**src/rtl/as_lookup_requester.sv**
```systemverilog
// Lookup initiator for the anti-spoof stage. It parses the module header and Ethernet/IPv4 keys,
// runs one CAM lookup handshake per packet and queues a forward/drop decision per packet.
module as_lookup_requester #(
    parameter int DATA_WIDTH          = 64,
    parameter int CTRL_WIDTH          = 8,
    parameter int NUM_OUTPUT_QUEUES   = 8,
    parameter int NUM_IQ_BITS         = 3,
    parameter int RES_FIFO_DEPTH_BITS = 2
) (
    input  logic                         clk,
    input  logic                         reset,
    input  logic [DATA_WIDTH-1:0]        in_data,
    input  logic [CTRL_WIDTH-1:0]        in_ctrl,
    input  logic                         in_wr,
    output logic                         in_rdy,
    output logic [47:0]                  dst_mac,
    output logic [47:0]                  src_mac,
    output logic [31:0]                  dst_ip,
    output logic [31:0]                  src_ip,
    output logic [NUM_IQ_BITS-1:0]       src_port,
    output logic                         lookup_req,
    input  logic                         lookup_ack,
    input  logic [NUM_OUTPUT_QUEUES-1:0] dst_ports,
    input  logic                         lut_miss,
    input  logic                         lut_hit,
    output logic                         res_vld,
    output logic [NUM_OUTPUT_QUEUES-1:0] res_dst_ports,
    output logic                         res_drop,
    input  logic                         res_rd_en,
    output logic                         spoof_pkt,
    output logic                         runt_pkt
);

    localparam int DEPTH = 1 << RES_FIFO_DEPTH_BITS;
    localparam int CNT_W = RES_FIFO_DEPTH_BITS + 1;
    localparam logic [CNT_W-1:0] FULL_CNT = CNT_W'(DEPTH);

    typedef enum logic [2:0] {
        S_IDLE, S_PARSE, S_RUNT, S_WAIT_SPACE, S_REQ, S_SPOOF_WIN, S_WAIT_EOP
    } state_t;

    state_t                         state_reg;
    logic [2:0]                     word_cnt_reg;
    logic                           is_ipv4_reg;
    logic                           eop_seen_reg;
    logic                           spoof_seen_reg;
    logic                           miss_reg;
    logic                           win_cnt_reg;
    logic [NUM_OUTPUT_QUEUES-1:0]   ports_reg;

    logic [NUM_OUTPUT_QUEUES:0]     mem_reg [DEPTH];
    logic [RES_FIFO_DEPTH_BITS-1:0] rd_ptr_reg;
    logic [RES_FIFO_DEPTH_BITS-1:0] wr_ptr_reg;
    logic [RES_FIFO_DEPTH_BITS-1:0] rd_ptr_inc;
    logic [CNT_W-1:0]               count_reg;
    logic [CNT_W-1:0]               count_next;
    logic [NUM_OUTPUT_QUEUES:0]     push_entry;
    logic [NUM_OUTPUT_QUEUES:0]     head_next;
    logic                           fifo_push;
    logic                           fifo_pop;
    logic                           fifo_space;
    logic                           decision_drop;

    // A pop in the same cycle frees a slot, so a full FIFO still accepts a push.
    always_comb begin
        fifo_pop      = res_rd_en && (count_reg != '0);
        fifo_space    = (count_reg != FULL_CNT) || fifo_pop;
        decision_drop = is_ipv4_reg && (spoof_seen_reg || lut_hit) && !miss_reg;
        fifo_push     = ((state_reg == S_RUNT) && fifo_space) ||
                        ((state_reg == S_SPOOF_WIN) && win_cnt_reg);
        push_entry    = (state_reg == S_RUNT) ? {1'b1, {NUM_OUTPUT_QUEUES{1'b0}}}
                                              : {decision_drop, ports_reg};
        rd_ptr_inc    = rd_ptr_reg + 1'b1;
        count_next    = count_reg + CNT_W'(fifo_push) - CNT_W'(fifo_pop);
        head_next     = {res_drop, res_dst_ports};
        if (count_next == '0)
            head_next = '0;
        else if ((count_reg == '0) || ((count_reg == CNT_W'(1)) && fifo_pop))
            head_next = push_entry;
        else if (fifo_pop)
            head_next = mem_reg[rd_ptr_inc];
    end

    always_ff @(posedge clk or posedge reset) begin
        if (reset) begin
            state_reg      <= S_IDLE;
            in_rdy         <= 1'b1;
            lookup_req     <= 1'b0;
            dst_mac        <= '0;
            src_mac        <= '0;
            dst_ip         <= '0;
            src_ip         <= '0;
            src_port       <= '0;
            word_cnt_reg   <= '0;
            is_ipv4_reg    <= 1'b0;
            eop_seen_reg   <= 1'b0;
            spoof_seen_reg <= 1'b0;
            miss_reg       <= 1'b0;
            win_cnt_reg    <= 1'b0;
            ports_reg      <= '0;
            spoof_pkt      <= 1'b0;
            runt_pkt       <= 1'b0;
        end else begin
            spoof_pkt <= 1'b0;
            runt_pkt  <= 1'b0;
            case (state_reg)
                S_IDLE: begin
                    if (in_wr && (in_ctrl == {CTRL_WIDTH{1'b1}})) begin
                        src_port     <= in_data[16 +: NUM_IQ_BITS];
                        word_cnt_reg <= '0;
                        state_reg    <= S_PARSE;
                    end
                end
                S_PARSE: begin
                    if (in_wr) begin
                        if ((in_ctrl != '0) && (word_cnt_reg != 3'd4)) begin
                            state_reg <= S_RUNT;
                            in_rdy    <= 1'b0;
                        end else begin
                            word_cnt_reg <= word_cnt_reg + 3'd1;
                            case (word_cnt_reg)
                                3'd0: begin
                                    dst_mac        <= in_data[63:16];
                                    src_mac[47:32] <= in_data[15:0];
                                end
                                3'd1: begin
                                    src_mac[31:0] <= in_data[63:32];
                                    is_ipv4_reg   <= (in_data[31:16] == 16'h0800);
                                end
                                3'd3: begin
                                    src_ip        <= is_ipv4_reg ? in_data[47:16] : 32'h0;
                                    dst_ip[31:16] <= is_ipv4_reg ? in_data[15:0] : 16'h0;
                                end
                                3'd4: begin
                                    dst_ip[15:0] <= is_ipv4_reg ? in_data[63:48] : 16'h0;
                                    eop_seen_reg <= (in_ctrl != '0);
                                    state_reg    <= S_WAIT_SPACE;
                                    in_rdy       <= 1'b0;
                                end
                                default: ;
                            endcase
                        end
                    end
                end
                S_RUNT: begin
                    if (fifo_space) begin
                        runt_pkt  <= 1'b1;
                        state_reg <= S_IDLE;
                        in_rdy    <= 1'b1;
                    end
                end
                // Space is reserved here so the decision push after the lookup never blocks.
                S_WAIT_SPACE: begin
                    if (fifo_space) begin
                        lookup_req <= 1'b1;
                        state_reg  <= S_REQ;
                    end
                end
                S_REQ: begin
                    if (lookup_ack) begin
                        ports_reg      <= dst_ports;
                        miss_reg       <= lut_miss;
                        lookup_req     <= 1'b0;
                        spoof_seen_reg <= 1'b0;
                        win_cnt_reg    <= 1'b0;
                        state_reg      <= S_SPOOF_WIN;
                    end
                end
                S_SPOOF_WIN: begin
                    if (!win_cnt_reg) begin
                        spoof_seen_reg <= spoof_seen_reg || lut_hit;
                        win_cnt_reg    <= 1'b1;
                    end else begin
                        spoof_pkt <= decision_drop;
                        state_reg <= eop_seen_reg ? S_IDLE : S_WAIT_EOP;
                        in_rdy    <= 1'b1;
                    end
                end
                S_WAIT_EOP: begin
                    if (in_wr && (in_ctrl != '0))
                        state_reg <= S_IDLE;
                end
                default: begin
                    state_reg <= S_IDLE;
                    in_rdy    <= 1'b1;
                end
            endcase
        end
    end

    // Head of the decision FIFO is kept in output registers, updated from the next-state view.
    always_ff @(posedge clk or posedge reset) begin
        if (reset) begin
            rd_ptr_reg    <= '0;
            wr_ptr_reg    <= '0;
            count_reg     <= '0;
            res_vld       <= 1'b0;
            res_dst_ports <= '0;
            res_drop      <= 1'b0;
        end else begin
            if (fifo_push)
                wr_ptr_reg <= wr_ptr_reg + 1'b1;
            if (fifo_pop)
                rd_ptr_reg <= rd_ptr_inc;
            count_reg <= count_next;
            res_vld   <= (count_next != '0);
            {res_drop, res_dst_ports} <= head_next;
        end
    end

    always_ff @(posedge clk) begin
        if (fifo_push)
            mem_reg[wr_ptr_reg] <= push_entry;
    end

endmodule
```
**config.mk**
```make
export PLATFORM = sky130hd
export DESIGN_NAME = as_lookup_requester
export DESIGN_NICKNAME = d
export VERILOG_FILES = /design/src/rtl/as_lookup_requester.sv
export SDC_FILE = /design/constraint.sdc
export NUM_CORES = 1
export LEC_CHECK = 0
export CORE_MARGIN = 5
export CORE_UTILIZATION = 45
export CTS_BUF_LIST = sky130_fd_sc_hd__clkbuf_8
export CTS_CLUSTER_DIAMETER = 150
export CTS_CLUSTER_SIZE = 25
export DETAILED_ROUTE_END_ITERATION = 8
export MAX_ROUTING_LAYER = met4
export PLACE_DENSITY = 0.76
export REMOVE_ABC_BUFFERS = 1
export SLEW_MARGIN = 20
export SYNTH_ARGS = -nofsm -noshare
export SYNTH_HDL_FRONTEND = slang
export SYNTH_SLANG_ARGS = --single-unit
```
**constraint.sdc**
```tcl
create_clock -name clk -period 6.95 [get_ports clk]
set_clock_uncertainty 0.1 [all_clocks]
set_input_delay 1.39 -clock clk [delete_from_list [all_inputs] [get_ports clk]]
set_output_delay 1.39 -clock clk [all_outputs]
set_load 0.01 [all_outputs]
```
# ---- After elaboration in Yosys (flattened, before gate mapping)
# Memory sizes are Yosys's and may differ from the RTL's.
# Cells that the tools add are included.
dict set report classes {
  n_addsub 5
  n_eq_ne 24
  mux 39
  bitwise_logic 2
  reduce_logical 38
}
# cell n
set op_table {}
lappend op_table {{two-way mux 3 bit} 13}
lappend op_table {{two-way mux 9 bit} 4}
lappend op_table {{two-way mux 16 bit} 2}
lappend op_table {{two-way mux 32 bit} 1}
lappend op_table {{case mux 3 bit (7 select lines)} 1}
lappend op_table {{AND reduction 4 bit} 5}
lappend op_table {{inequality test 2 bit (second input constant)} 9}
lappend op_table {{equality test 16 x 12 -> 1 bit (second input constant)} 1}
lappend op_table {{two-way mux 1 bit} 13}
lappend op_table {{equality test 3 bit (second input constant)} 4}
lappend op_table {{zero test 3 bit} 4}
lappend op_table {{equality test 3 x 1 -> 1 bit (second input constant)} 3}
lappend op_table {{equality test 3 x 2 -> 1 bit (second input constant)} 3}
lappend op_table {{logical AND 1 bit} 9}
lappend op_table {{nonzero test 3 bit} 3}
lappend op_table {{equality test 8 bit (second input constant)} 1}
lappend op_table {{AND reduction 8 bit} 1}
lappend op_table {{nonzero test 8 bit} 1}
lappend op_table {{inequality test 3 bit (second input constant)} 2}
lappend op_table {{case mux 1 bit (2 select lines)} 3}
lappend op_table {{case mux 3 bit (2 select lines)} 1}
lappend op_table {{AND reduction 2 bit} 3}
lappend op_table {{AND reduction 3 bit} 2}
lappend op_table {{nonzero test 2 bit} 3}
lappend op_table {{11 further kinds} 16}
dict set report word_totals {
  regBits 203
  ram_bits 36
  input_bits 87
  word_cells 134
  n_memories 1
}
# name words word_bits read_ports rd_ports_with_merged_regs write_ports line_no
set memory_table {}
lappend memory_table {mem_reg 4 9 1 0 1 51} ;# logic [NUM_OUTPUT_QUEUES:0] mem_reg [DEPTH];

# ---- Logic depth before layout (Yosys ltp)
# Gate-level depths: netlist of the first run.
dict set report depth {
  word_depth 9
  ltp_mapped 13
  depth_no_buf 12
}

# ---- Least setup slack after synthesis of the first run
# No wires, ideal clock.
dict set report synth_path {
  path_type {input to register}
  from {input res_rd_en}
  to {register res_drop}
  setup_time_ns 0.131
  t_arrival_ns 3.616
  t_required_ns 6.719
  path_slack_ns 3.103
  stages 10
  path_buffers 0
  cell_sequence {nor4b_2 o21ai_1 inv_1 ha_1 inv_1 ha_1 fa_1 or3_4 nor3b_4 o2bb2ai_1}
}
dict set report synth_via {
  elab_chain_len 8
  word_cells_on_any_way 12
  cone_classes {2 x add/sub; 2 x mux; 8 x reduce/logical}
}
# element line_no
set synth_lines {}
lappend synth_lines {{start: declaration} 29} ;# input logic res_rd_en,
lappend synth_lines {{logical AND 1 bit *} 66} ;# fifo_pop = res_rd_en && (count_reg != '0);
lappend synth_lines {{logical OR 1 bit} 67} ;# fifo_space = (count_reg != FULL_CNT) || fifo_pop;
lappend synth_lines {{logical AND 1 bit} 69} ;# fifo_push = ((state_reg == S_RUNT) && fifo_space) ||
lappend synth_lines {{logical OR 1 bit} 69}
lappend synth_lines {{adder 3 x 1 -> 3 bit} 74} ;# count_next = count_reg + CNT_W'(fifo_push) - CNT_W'(fifo_pop);
lappend synth_lines {{subtractor 3 x 1 -> 3 bit *} 74}
lappend synth_lines {{net count_next[1]} 56} ;# logic [CNT_W-1:0] count_next;
lappend synth_lines {{zero test 3 bit *} 76} ;# if (count_next == '0)
lappend synth_lines {{nonzero test 3 bit (no source line) / two-way mux 9 bit (equally long branches)} --}
lappend synth_lines {{end signal: assignment} 207} ;# {res_drop, res_dst_ports} <= head_next;
lappend synth_lines {{end: declaration} 28} ;# output logic res_drop,
# Mark *: on every way through the listed nets, which the timed path passes. The rest lies on a longest branch.
# A chain may end at the register's enable or synchronous reset.

# ---- Worst setup path after layout of the first run
dict set report layout_path {
  from {input res_rd_en}
  to {register res_dst_ports[7]}
}
dict set report layout_via {
  elab_chain_len 8
  word_cells_on_any_way 12
  cone_classes {2 x add/sub; 2 x mux; 8 x reduce/logical}
}
# element line_no
set layout_lines {}
lappend layout_lines {{logical AND 1 bit *} 66}
lappend layout_lines {{logical OR 1 bit} 67}
lappend layout_lines {{logical AND 1 bit} 69}
lappend layout_lines {{logical OR 1 bit} 69}
lappend layout_lines {{adder 3 x 1 -> 3 bit} 74}
lappend layout_lines {{subtractor 3 x 1 -> 3 bit *} 74}
lappend layout_lines {{net count_next[1]} 56}
lappend layout_lines {{zero test 3 bit *} 76}
lappend layout_lines {{nonzero test 3 bit (no source line) / two-way mux 9 bit (equally long branches)} --}
lappend layout_lines {{end signal: assignment} 207}
lappend layout_lines {{end: declaration} 27} ;# output logic [NUM_OUTPUT_QUEUES-1:0] res_dst_ports,
# Marked as above.

==> reports/qor.csv, run 1 <==
metric,value,unit
proportion of power drawn by the clock network,19.6,%
most frequent standard cell in the layout excluding fill and tap cells,sky130_fd_sc_hd__clkdlybuf4s50_1,
overall die height,157,microns
cell count after synthesis,738,
count of pins on the block boundary,264,
combinational share of power,24.0,%
standby leakage power,0.00542,uW
worst flop-to-flop path endpoint,res_dst_ports[7],
post-synthesis async set-or-reset flop share,84.9,%
drt first-iter violations,316,
top area cells in the synthesized netlist,"sky130_fd_sc_hd__dfrtp_1 52%, sky130_fd_sc_hd__mux2_2 13%, sky130_fd_sc_hd__edfxtp_1 11%",
proportion of synthesized chip area in sequential cells,63.7,%
P_sw,903,uW
Worst Hold Launch,dst_ip[5],
number of CTS-inserted buffers,13,
setup fix buffers added after clock tree synthesis,0,
count of buffers inserted at the top-level ports,263,
worst hold path endpoint,dst_ip[5],
"commonest cells after routing, fill and taps aside","263 x sky130_fd_sc_hd__clkdlybuf4s50_1, 201 x sky130_fd_sc_hd__dfrtp_1, 147 x sky130_fd_sc_hd__nand2_1",
sw frac,29.4,%
number of instances resized during post-cts repair,0,
number of hold-repair buffers added at the cts stage,0,
clock tree from TritonCTS,yes,
slack of the worst reg-to-reg path,2.97,ns
post-synthesis instance area,9680,sq um
post-route antenna net violation count,0,
Post-Syn Area per Cell,13.1,sq um
"Most Used Layer, Global Route",met2,
cell breakdown of the critical path,"clkdlybuf4s50_1, nor4b_2, o21ai_1, inv_1, ha_1, inv_1, ha_1, fa_1, or3_4, nor3b_4, o2bb2ai_1",
share of the synthesized area in the top cell type,52.2,%
global routing met2 resource utilization,33.1,%
die extent in x,157,microns
Max Fanout on Critical Path,9,
met3 Use GR,9.26,%
number of global-route vias before repair,6887,
Total Nets Final,1083,
global router's overall resource usage,21.2,%
residual overflow from global routing,0,
antenna violations before repair,1,
number of enable flip-flop cells after synthesis,36,
deepest level of the CTS H-tree,1,
startpoint of the lowest-slack register-to-register path,state_reg[1],
unrepaired setup endpoints after global routing,no,
met1 capacity usage during global routing,25.8,%
critical path endpoint category,flip-flop,
Inst Count DP,1245,
site row count,53,
largest net degree at the start of global routing,97,
count of final setup violators,0,
Slew @ Worst Pin,1.02,ns
Wirelength per Cell,20.0,microns
initial core utilization,45.9,%
number of buffers on the longest clock path,3,
Clock Sinks,239,
share of final-layout standard cells stronger than drive strength 1,15.8,%
classification of the worst-slack hold path,flip-flop to flip-flop,
first-pass GRT wire length,39500,microns
number of warnings reported in the yosys synthesis log,0,
register share of total power,56.4,%
DP Wirelength,18000,microns
count of cells along the worst register-to-register path,12,
count of final hold-check violations,0,
register bit count reported by yosys,239,
stage delay of the slowest cell on the critical path,0.55,ns
instance count along the most critical hold path,2,
standard cell with the maximum stage delay on the critical path,sky130_fd_sc_hd__clkdlybuf4s50_1,
startpoint type of the worst setup path,input port,
gpl congestion,0.810,
outcome,"complete, no violations",
drt first pass iters,4,
Die ar.,24500,sq um
Final Non-Filler Cells,1264,
Final Routed Wirelength,25200,microns
Final Total Pwr,3080,uW
Max-cap violations,0,
Max Transition Viols Final,0,
maximum achievable frequency,0.240,GHz
clock transition time at the flip-flop clock pins of the worst setup and hold paths,0.14,ns
Clock Latency Late Sink,0.51,ns
synth unique cells,50,
cell at the root of the clock tree,sky130_fd_sc_hd__clkbuf_8,
Most used DFF post-synth,sky130_fd_sc_hd__dfrtp_1,
DRC,0,
cell type with the largest total area after synthesis,sky130_fd_sc_hd__dfrtp_1,
internal power summed over all cells,2170,uW
Crit Path Category,input port to flip-flop,
routed vias/inst,5.15,
slew margin rel.,31.8,%
floorplan core area,21100,sq um
total via count in the routed design,6514,
arrival time of data at the critical path endpoint,4.47,ns
Total Neg Setup Slack,0,ns
"IR drop worst, VDD",0.157,mV
power per unit of standard cell area,242,nW/um^2
post-route fraction of the period consumed by the critical path,60.1,%
Area growth syn-to-layout,31.5,%
Crit path required time,7.25,ns
final period demand of the worst path,4.17,ns
[power groups by stage]
stage	Combinational (uW)	Clock [uW]	Sequential, uW
finish	739	603	1730
global route	818	677	1760
CTS	752	625	1740
detailed placement	749	0	1760
global placement	727	0	1760
floorplan	457	0	1750
[worst max-delay path by stage]
stage | cells after the start | slack, ns | end | start
after detailed placement | 11 | 2.26 | res_dst_ports[7] | res_rd_en
final | 11 | 2.78 | res_dst_ports[7] | res_rd_en
after global placement | 11 | 2.35 | res_dst_ports[6] | res_rd_en
after floorplan | 1 | -0.08 | count_reg[0] | reset
after global routing | 12 | 2.58 | res_drop | state_reg[1]
after CTS | 11 | 2.81 | res_dst_ports[7] | res_rd_en
[cells in the mapped netlist (5+ instances only)]
master and number:
sky130_fd_sc_hd__o2bb2ai_1 10, sky130_fd_sc_hd__ha_1 10, sky130_fd_sc_hd__edfxtp_1 36, sky130_fd_sc_hd__dfrtp_1 202, sky130_fd_sc_hd__clkbuf_1 17, sky130_fd_sc_hd__buf_6 7
sky130_fd_sc_hd__mux4_2 9, sky130_fd_sc_hd__nor4_1 5, sky130_fd_sc_hd__a21oi_1 7, sky130_fd_sc_hd__mux2i_1 9, sky130_fd_sc_hd__inv_1 13, sky130_fd_sc_hd__and2_1 13
sky130_fd_sc_hd__nand2_1 147, sky130_fd_sc_hd__o21ai_0 75, sky130_fd_sc_hd__mux2_2 109, sky130_fd_sc_hd__buf_2 13
[cells by family (layout without fill, tap and decap cells)]
logic type               after synthesis  count (layout)  synth area share (%)
multiplexers                         127             127                  15.7
AND/OR/NAND/NOR                      195             195                  9.35
flip-flops                           239             239                  63.7
XOR/XNOR                               5               5                 0.453
adder cells (fa/ha/maj)               11              11                  1.50
other                                  0               1                     0
buffers and inverters                 52             302                  2.73
AO/OA/AOI/OAI                        109             109                  6.61
[worst max-delay path, delay by kind of cell]
kind            cells  cell delay (ns)
simple gates        3             1.13
buf+inv             3             0.71
compound gates      2             0.43
fa+ha+maj           3             0.80
[layout make-up]
cell class              instances  area (sq um)
clock inverters                 5          35.0
well taps                     275           344
diodes                          1          2.50
repair buffers                271          2690
inverters                      13          56.3
flip-flops and latches        239          6160
multi-input cells             447          3260
fillers                      1743          8360
clock buffers                  13           179
[metal layers]
metal / part of all wire, % / routed length [microns]
met1: 39 / 9820
met4: 2.3 / 580
met3: 11 / 2760
met2: 48 / 12100
met5: 0 / 0
[metrics by stage]
stage / hold WS [ns] / util [%] / setup WS [ns] / area (sq um)
after floorplan: 0.366 / - / -0.0774 / 9460
after global placement: 0.360 / 59.3 / 2.35 / 12500
after detailed placement: 0.369 / 59.3 / 2.26 / 12500
final: 0.395 / 60.4 / 2.78 / 12700
after global routing: 0.424 / 60.4 / 2.58 / 12700
after CTS: 0.401 / 60.4 / 2.81 / 12700
Note: power is estimated with default switching activity, not from simulation.
==> run 2: changes to the inputs <==
Clock period 6.95 ns to 3.8 ns, I/O delays scaled along.
==> run 2 against run 1 <==
Clock power is 86% higher. Critical path depth up 1. Via count increased by 0.37%. Final area grew 1.1%. Flip-flop and latch count did not move. Wire length decreased by 0.37%. Sequential power grew 80%. Power rose by 85%. First-iteration DRC count fell by 19%. Largest cell class unchanged.
==> reports/qor.csv, run 2 (synthesized netlist as in run 1, its figures left out) <==
metric,value,unit,change
post-route antenna net violation count,0,,unchanged
Total Nets Final,1096,,+1.2%
Slew @ Worst Pin,0.836,ns,-0.186 ns
setup fix buffers added after clock tree synthesis,0,,unchanged
share of final-layout standard cells stronger than drive strength 1,16.9,%,+1.1 points
floorplan core area,21100,sq um,unchanged
DP Wirelength,18200,microns,+1.0%
Inst Count DP,1258,,+1.0%
deepest level of the CTS H-tree,1,,unchanged
final period demand of the worst path,3.24,ns,
slack of the worst reg-to-reg path,0.56,ns,-2.41 ns
"IR drop worst, VDD",0.248,mV,+58%
count of buffers inserted at the top-level ports,263,,unchanged
drt first-iter violations,257,,-19%
residual overflow from global routing,0,,unchanged
DRC,0,,unchanged
Crit path required time,4.15,ns,-3.10 ns
number of buffers on the longest clock path,3,,unchanged
initial core utilization,45.9,%,unchanged
routed vias/inst,5.12,,-0.65%
die extent in x,157,microns,unchanged
global router's overall resource usage,21.2,%,+0.051 points
antenna violations before repair,0,,-1
Final Routed Wirelength,25100,microns,-0.37%
Final Non-Filler Cells,1277,,+1.0%
number of hold-repair buffers added at the cts stage,0,,unchanged
number of CTS-inserted buffers,13,,unchanged
count of pins on the block boundary,264,,unchanged
Max Fanout on Critical Path,9,,unchanged
critical path startpoint,state_reg[1],,
maximum achievable frequency,0.309,GHz,
number of global-route vias before repair,6950,,+0.91%
outcome,"complete, no violations",,
area of all placed cells without fillers,12900,sq um,+1.1%
Worst Hold Launch,dst_ip[16],,
overall die height,157,microns,unchanged
gpl congestion,0.822,,+1.4%
startpoint of the lowest-slack register-to-register path,state_reg[1],,
Clock Sinks,239,,unchanged
first-pass GRT wire length,39700,microns,+0.63%
startpoint type of the worst setup path,flip-flop,,
dpl cell area,12600,sq um,+1.1%
clock transition time at the flip-flop clock pins of the worst setup and hold paths,0.16,ns,+0.02 ns
total via count in the routed design,6538,,+0.37%
slew margin rel.,44.3,%,+12 points
drt first pass iters,4,,unchanged
post-route fraction of the period consumed by the critical path,85.2,%,
site row count,53,,unchanged
"commonest cells after routing, fill and taps aside","263 x sky130_fd_sc_hd__clkdlybuf4s50_1, 201 x sky130_fd_sc_hd__dfrtp_1, 147 x sky130_fd_sc_hd__nand2_1",,
critical path endpoint category,flip-flop,,
Max-cap violations,0,,unchanged
count of final setup violators,0,,unchanged
cell at the root of the clock tree,sky130_fd_sc_hd__clkbuf_8,,
Clock Latency Late Sink,0.53,ns,+0.02 ns
number of instances resized during post-cts repair,0,,unchanged
power per unit of standard cell area,443,nW/um^2,+83%
Crit Path Category,flip-flop to flip-flop,,
Area growth syn-to-layout,32.9,%,
ANT cells,0,,-1
largest net degree at the start of global routing,99,,+2.1%
most frequent standard cell in the layout excluding fill and tap cells,sky130_fd_sc_hd__clkdlybuf4s50_1,,
clock tree from TritonCTS,yes,,
Max Transition Viols Final,0,,unchanged
count of final hold-check violations,0,,unchanged
Die ar.,24500,sq um,unchanged
classification of the worst-slack hold path,flip-flop to flip-flop,,
unrepaired setup endpoints after global routing,no,,
Wirelength per Cell,19.7,microns,-1.4%
arrival time of data at the critical path endpoint,3.59,ns,-0.88 ns
count of fill cells added during filler insertion,1733,,-0.57%
standby leakage power,0.00550,uW,+1.6%
run 2: cell count changes in the layout (fill, tap and decap cells not counted), sizes merged:
cell,change
buf,+13
diode,-1
inv,+1
run 2: worst paths after layout:
kind,depth (start not counted),end
max,12,res_drop
min reg2reg,2,dst_ip[16]
min in group asynchronous,2,dst_mac[3]
max reg2reg,12,res_drop
max in group asynchronous,3,src_ip[7]
min,2,dst_ip[16]
run 2: routing by layer:
layer	share of wire (%)	track usage, %	routed length, microns
met2	48	33.7	11900
met5	0	-	0
met3	9.1	8.38	2300
met1	42	26.4	10500
met4	1.7	3.51	422
run 2: critical path: stages, from the launching register on:
cell,delay (ns)
sky130_fd_sc_hd__dfrtp_1,0.45
sky130_fd_sc_hd__nor2b_1,0.41
sky130_fd_sc_hd__nand2_1,0.14
sky130_fd_sc_hd__o21ai_1,0.21
sky130_fd_sc_hd__inv_1,0.07
sky130_fd_sc_hd__ha_1,0.27
sky130_fd_sc_hd__inv_1,0.04
sky130_fd_sc_hd__ha_1,0.18
sky130_fd_sc_hd__fa_1,0.38
sky130_fd_sc_hd__xnor2_1,0.22
sky130_fd_sc_hd__or3_4,0.17
sky130_fd_sc_hd__nor3b_4,0.37
sky130_fd_sc_hd__o2bb2ai_1,0.17
run 2: through the flow:
| step | TNS, ns | setup WS (ns) | hold slack, ns | total power [uW] | util, % |
|---|---|---|---|---|---|
| 2_1_floorplan | -525.72 | -2.60 | 0.366 | 4040 | - |
| 3_3_place_gp | 0 | 0.248 | 0.360 | 4590 | 60.0 |
| 3_5_place_dp | 0 | 0.174 | 0.369 | 4640 | 60.0 |
| 4_1_cts | 0 | 0.577 | 0.402 | 5760 | 61.0 |
| 5_1_grt | 0 | 0.345 | 0.417 | 6010 | 61.0 |
| 6_report | 0 | 0.562 | 0.395 | 5700 | 61.0 |
run 2: cell type report:
type,count,area [sq um],area share (%)
repair buffers,284,2830,22.0
well taps,275,344,2.67
multi-input cells,447,3260,25.3
flip-flops and latches,239,6160,47.9
inverters,13,56.3,0.438
clock inverters,6,38.8,0.301
clock buffers,13,179,1.39
run 2: power breakdown:
part	internal (uW)	switching, uW	total (uW)
combinational	743	707	1450
clock	333	789	1120
sequential	2940	186	3120
total	4010	1680	5700
